$ cat src/rtl/multi_div_freq.sv
`default_nettype none
// +----------------------------------------------------------------------------+
// | Module      : multi_div_freq                                               |
// | Description : N-channel programmable 50%-duty clock divider with per-      |
// |               channel rise ticks, runtime half-period writes applied at    |
// |               full-period boundaries, and a power-up start delay.          |
// |               Optional macro DIV_ALIGN_EN adds an align input that         |
// |               restarts every running channel phase-aligned.                |
// | Revision    : 1.0 - initial release                                        |
// +----------------------------------------------------------------------------+
module multi_div_freq #(
  parameter int N_CH      = 2,
  parameter int CNT_W     = 8,
  parameter int DEF_HALF0 = 22,
  parameter int DEF_HALF1 = 21,
  parameter int DELAY     = 1000,
  parameter int SEL_W     = 3
) (
  input  logic             clk_in,
  input  logic             rst,
  input  logic [N_CH-1:0]  ch_en,
  input  logic             div_wr,
  input  logic [SEL_W-1:0] div_sel,
  input  logic [CNT_W-1:0] div_data,
`ifdef DIV_ALIGN_EN
  input  logic             align,
`endif
  output logic             wr_err,
  output logic             start,
  output logic [N_CH-1:0]  clk_out,
  output logic [N_CH-1:0]  tick
);

  localparam int               c_dly_w    = (DELAY > 1) ? $clog2(DELAY) : 1;
  localparam logic [c_dly_w-1:0] c_dly_last = c_dly_w'(DELAY - 1);
  localparam logic [SEL_W:0]   c_nch      = (SEL_W + 1)'(N_CH);

  logic [c_dly_w-1:0] r_dly_cnt;
  logic               w_wr_bad;
  logic               w_wr_ok;
  logic               w_align;

`ifdef DIV_ALIGN_EN
  assign w_align = align;
`else
  assign w_align = 1'b0;
`endif

  // A write is rejected when it addresses a missing channel or asks for a zero half-period.
  assign w_wr_bad = div_wr && (({1'b0, div_sel} >= c_nch) || (div_data == '0));
  assign w_wr_ok  = div_wr && !w_wr_bad;

  // Power-up delay: count cycles after reset release, then latch start and freeze.
  always_ff @(posedge clk_in or posedge rst) begin
    if (rst) begin
      r_dly_cnt <= '0;
      start     <= 1'b0;
    end else if (!start) begin
      if (r_dly_cnt == c_dly_last) begin
        start <= 1'b1;
      end else begin
        r_dly_cnt <= r_dly_cnt + 1'b1;
      end
    end
  end

  // Rejected writes flag a single-cycle error pulse.
  always_ff @(posedge clk_in or posedge rst) begin
    if (rst) begin
      wr_err <= 1'b0;
    end else begin
      wr_err <= w_wr_bad;
    end
  end

  for (genvar i = 0; i < N_CH; i++) begin : g_ch
    localparam logic [CNT_W-1:0] c_def = (i == 0) ? CNT_W'(DEF_HALF0) : CNT_W'(DEF_HALF1);
    localparam logic [SEL_W-1:0] c_idx = SEL_W'(i);

    logic [CNT_W-1:0] r_cnt;
    logic [CNT_W-1:0] r_half;
    logic [CNT_W-1:0] r_pend;
    logic             r_pflag;
    logic             r_clk;
    logic             r_tick;
    logic             w_run;
    logic             w_wrap;
    logic             w_sel;

    // A channel that is high keeps running after ch_en drops so the high phase is never cut short.
    assign w_run  = start && (ch_en[i] || r_clk);
    assign w_wrap = (r_cnt == (r_half - 1'b1));
    assign w_sel  = w_wr_ok && (div_sel == c_idx);

    // Half-period counter, output toggle, tick and pending-ratio hand-over.
    always_ff @(posedge clk_in or posedge rst) begin
      if (rst) begin
        r_cnt   <= '0;
        r_half  <= c_def;
        r_pend  <= c_def;
        r_pflag <= 1'b0;
        r_clk   <= 1'b0;
        r_tick  <= 1'b0;
      end else begin
        r_tick <= 1'b0;
        if (!w_run) begin
          // Idle channel: no period in flight, so a pending ratio can land at once.
          r_cnt <= '0;
          if (r_pflag) begin
            r_half  <= r_pend;
            r_pflag <= 1'b0;
          end
        end else if (w_align) begin
          r_cnt <= '0;
          r_clk <= 1'b0;
          if (r_pflag) begin
            r_half  <= r_pend;
            r_pflag <= 1'b0;
          end
        end else if (w_wrap) begin
          r_cnt  <= '0;
          r_clk  <= ~r_clk;
          r_tick <= ~r_clk;
          // Falling wrap ends a full period: the only safe point to change ratio.
          if (r_clk && r_pflag) begin
            r_half  <= r_pend;
            r_pflag <= 1'b0;
          end
        end else begin
          r_cnt <= r_cnt + 1'b1;
        end
        // A write in the same cycle as an apply becomes the next pending value.
        if (w_sel) begin
          r_pend  <= div_data;
          r_pflag <= 1'b1;
        end
      end
    end

    assign clk_out[i] = r_clk;
    assign tick[i]    = r_tick;
  end

endmodule
`default_nettype wire

$ cat config.mk
export PLATFORM = sky130hd
export DESIGN_NAME = multi_div_freq
export DESIGN_NICKNAME = d
export VERILOG_FILES = /design/src/rtl/multi_div_freq.sv
export SDC_FILE = /design/constraint.sdc
export NUM_CORES = 1
export LEC_CHECK = 0
export CORE_UTILIZATION = 52
export CTS_CLUSTER_DIAMETER = 80
export DETAILED_ROUTE_END_ITERATION = 12
export PLACE_DENSITY_LB_ADDON = 0.15
export RECOVER_POWER = 50
export SYNTH_ARGS = -nofsm -noshare
export SYNTH_HDL_FRONTEND = slang
export SYNTH_SLANG_ARGS = --single-unit
$ cat constraint.sdc
create_clock -name clk_in -period 7.3 [get_ports clk_in]
set_clock_uncertainty 0.15 [all_clocks]
set_input_delay 1.46 -clock clk_in [delete_from_list [all_inputs] [get_ports clk_in]]
set_output_delay 1.46 -clock clk_in [all_outputs]
set_load 0.02 [all_outputs]
==> metrics <==
hold_buf cts=0; initial antenna violation count=0; critical path class=primary input to register; CTS Sinks=66; Synth cell types=approximately 50; port bufs=21; Multi-input gate area=approximately 1700 sq um; die area=7040 sq um; Synth Area in Adders=1.79%; Final nets=349; combinational family with the most area after synthesis=multiplexers; count of flip-flops with a built-in enable after synthesis=0; HP Class=register to register; Placed Instance Area=3750 sq um; CTS tree=done; maximum number of pins on one net before global-route repair=between 60 and 70; Worst Setup Slack, final=around 3.8 ns; Detail Route Antenna Nets=0; die height=83.9 um; mux cell area share after synthesis=between 10% and 20%; routability-driven placement congestion ratio=roughly 0.87; Area Growth Syn to Fin=13.2%; PD cells=between 200 and 300 nW/um^2; most common cell after layout, fill and taps aside=dfrtp_1; syn avg cell area=11.5 sq um; status=complete, but fails checks; first-pass GRT wire length=between 10000 and 15000 um; Crit path largest cell delay=0.61 ns; H-Tree Depth=3; drt wl/cell=around 16 um; Ports=22; Mapped Cells=roughly 300; pre-CTS setup slack=about 3.5 ns; CTS buffer count=9; design area=~3900 sq um; Synth Cell Area=around 3500 sq um; grt ovf=0; register clock-pin slew on the reported worst setup and hold paths=0.07 ns; Clock Tree Buf Depth=2; vias per inst=between 5 and 6; Vias=around 2300; Async S/R FF share, synth=100%; Period minus WS final=3.47 ns; vias in the first global route=between 2000 and 2500; period utilisation layout=47.5%; share of cells above drive strength 1=roughly 20%; DRT Wirelength=~6600 um; Slew Limit Headroom=around 46%; Synth Area in XOR/XNOR=9.30%; flip-flop and latch area=~1700 sq um; CP required=between 7 and 8 ns; gr usage total=21.0%; post-layout util=around 61%; Hold Path Depth=1; Setup crit end kind=register; clock latency on the worst-skew pair=around 0.35 ns; CP max stage cell=nor2_1; setup repair bufs after CTS=0; Critical Path, Cell by Cell=clkdlybuf4s50_1, nor4_1, a211oi_1, nand2_1, nor2_1, mux2_2; final setup fails=0; Core Area=roughly 6400 sq um; Syn Nets=324; max_cap viols=0; Ys Warns=0; Final Max Tran Viols=0; antenna diode count=0; failing checks=DRC; peak supply drop=about 0.11 mV; unrepaired setup endpoints after global routing=false; hold_ws=0.326 ns; total chip power=~1.1 mW; DP Cell Count=394; post-detail-place hpwl=4490 um; Seq cells post-synth=between 60 and 70; ys flop type=dfrtp_1; setup_tns=0 ns; First DRT Iteration DRCs=approximately 110; Fill cells=approximately 530; Worst Max-Slew Pin Slew=~0.81 ns; leak pwr=roughly 1.8 nW; type of origin of the critical path=primary input; CP arrival=roughly 3.6 ns; most frequent cells in the layout=54 x dfrtp_1, 24 x mux2i_1, 20 x nor2_1, 20 x clkdlybuf4s50_1, 19 x xnor2_1; fin cells=a little over 400; simple-gate share of the synthesized area=between 10% and 20%; # rows=29; number of remaining DRC errors=9; CP max FO=9; final hold violations=0; Initial Util=between 50% and 60%; maximum clock frequency=between 200 and 300 MHz; CTS Root Cell=clkbuf_8; sequential share of the synthesized area=~48%; die width=83.9 um; Synth Area in Compound Gates=under 10%; CTS resizes=0; Register-to-Register Path Depth=8; DRT Pass-1 Iters=8
[where the power goes]
part / switching (mW) / internal [mW] / leakage (nW) / total [mW]
combinational: 0.141 / 0.159 / 0.828 / 0.300
sequential: 0.0893 / 0.443 / 0.825 / 0.533
clock: 0.140 / 0.166 / 0.103 / 0.306
total: 0.370 / 0.768 / 1.76 / 1.14
[cell type report]
class / count / area share (%)
repair buffers: 23 / 5.71
clock inverters: 5 / 1.36
multi-input cells: 214 / 43.3
flip-flops and latches: 66 / 42.2
clock buffers: 11 / 3.58
inverters: 14 / 1.33
well taps: 77 / 2.44
[final timing paths]
path / start / end / slack [ns]
min in group asynchronous: rst / r_dly_cnt[4]$_DFFE_PP0P_ / 1.63
hold / removal: r_dly_cnt[9]$_DFFE_PP0P_ / r_dly_cnt[9]$_DFFE_PP0P_ / 0.33
setup reg to reg: g_ch[1].r_half[1]$_DFFE_PP0P_ / g_ch[1].r_half[6]$_DFFE_PP0P_ / 4.25
setup / recovery: div_data[0] / g_ch[0].r_pend[6]$_DFFE_PP0P_ / 3.83
hold reg to reg: r_dly_cnt[9]$_DFFE_PP0P_ / r_dly_cnt[9]$_DFFE_PP0P_ / 0.33
max in group asynchronous: rst / g_ch[1].r_pend[3]$_DFFE_PP0P_ / 4.83
[synth_stat cells (2+ instances only)]
| cell type | n | share of area [%] |
|---|---|---|
| a21o_1 | 3 | 0.65 |
| nand4_1 | 7 | 1.3 |
| nor4_1 | 4 | 0.72 |
| nand2b_1 | 3 | 0.54 |
| nand2_1 | 17 | 1.8 |
| xor2_1 | 18 | 4.5 |
| dfrtp_1 | 54 | 39 |
| nor2_1 | 20 | 2.2 |
| mux2_2 | 18 | 5.8 |
| nand3_1 | 10 | 1.4 |
| a21oi_1 | 2 | 0.29 |
| a211o_1 | 3 | 0.75 |
| xnor2_1 | 19 | 4.8 |
| o21ai_0 | 3 | 0.43 |
| nor2b_1 | 2 | 0.36 |
| or3_1 | 2 | 0.36 |
| nor3_1 | 14 | 2.0 |
| ha_1 | 5 | 1.8 |
| mux2_4 | 8 | 3.4 |
| inv_1 | 14 | 1.5 |
| buf_4 | 4 | 0.86 |
| mux2i_1 | 24 | 6.9 |
| dfstp_2 | 12 | 9.0 |
| or2_2 | 3 | 0.54 |
| clkbuf_1 | 4 | 0.43 |
| and3_1 | 5 | 0.90 |
[per-layer routing]
layer	up-vias	global-route usage (%)	share of wire (%)
met5	-	0	0
met2	42	31.5	46
met3	10	8.21	4.6
met4	0	6.11	1.5
met1	1116	28.1	48
li1	1124	-	-
[worst max-delay path: cells and delay by family]
kind	cells	cell delay [ns]
mux	1	0.42
simple gates	3	0.79
buf+inv	1	0.56
compound gates	1	0.31
[state kept, by name, indices dropped and copies added, names as in the netlist]
register	count
g_ch.r_cnt	16
g_ch.r_half	16
g_ch.r_pend	16
r_dly_cnt	10
g_ch.r_clk	2
g_ch.r_pflag	2
g_ch.r_tick	2
start	1
wr_err	1
[cells by family after synthesis]
family,count (synthesis)
simple gates,96
flops,66
mux,51
xor+xnor,37
compound gates,25
buf+inv,23
fa+ha+maj,5
(Power assumes the default switching activity.)
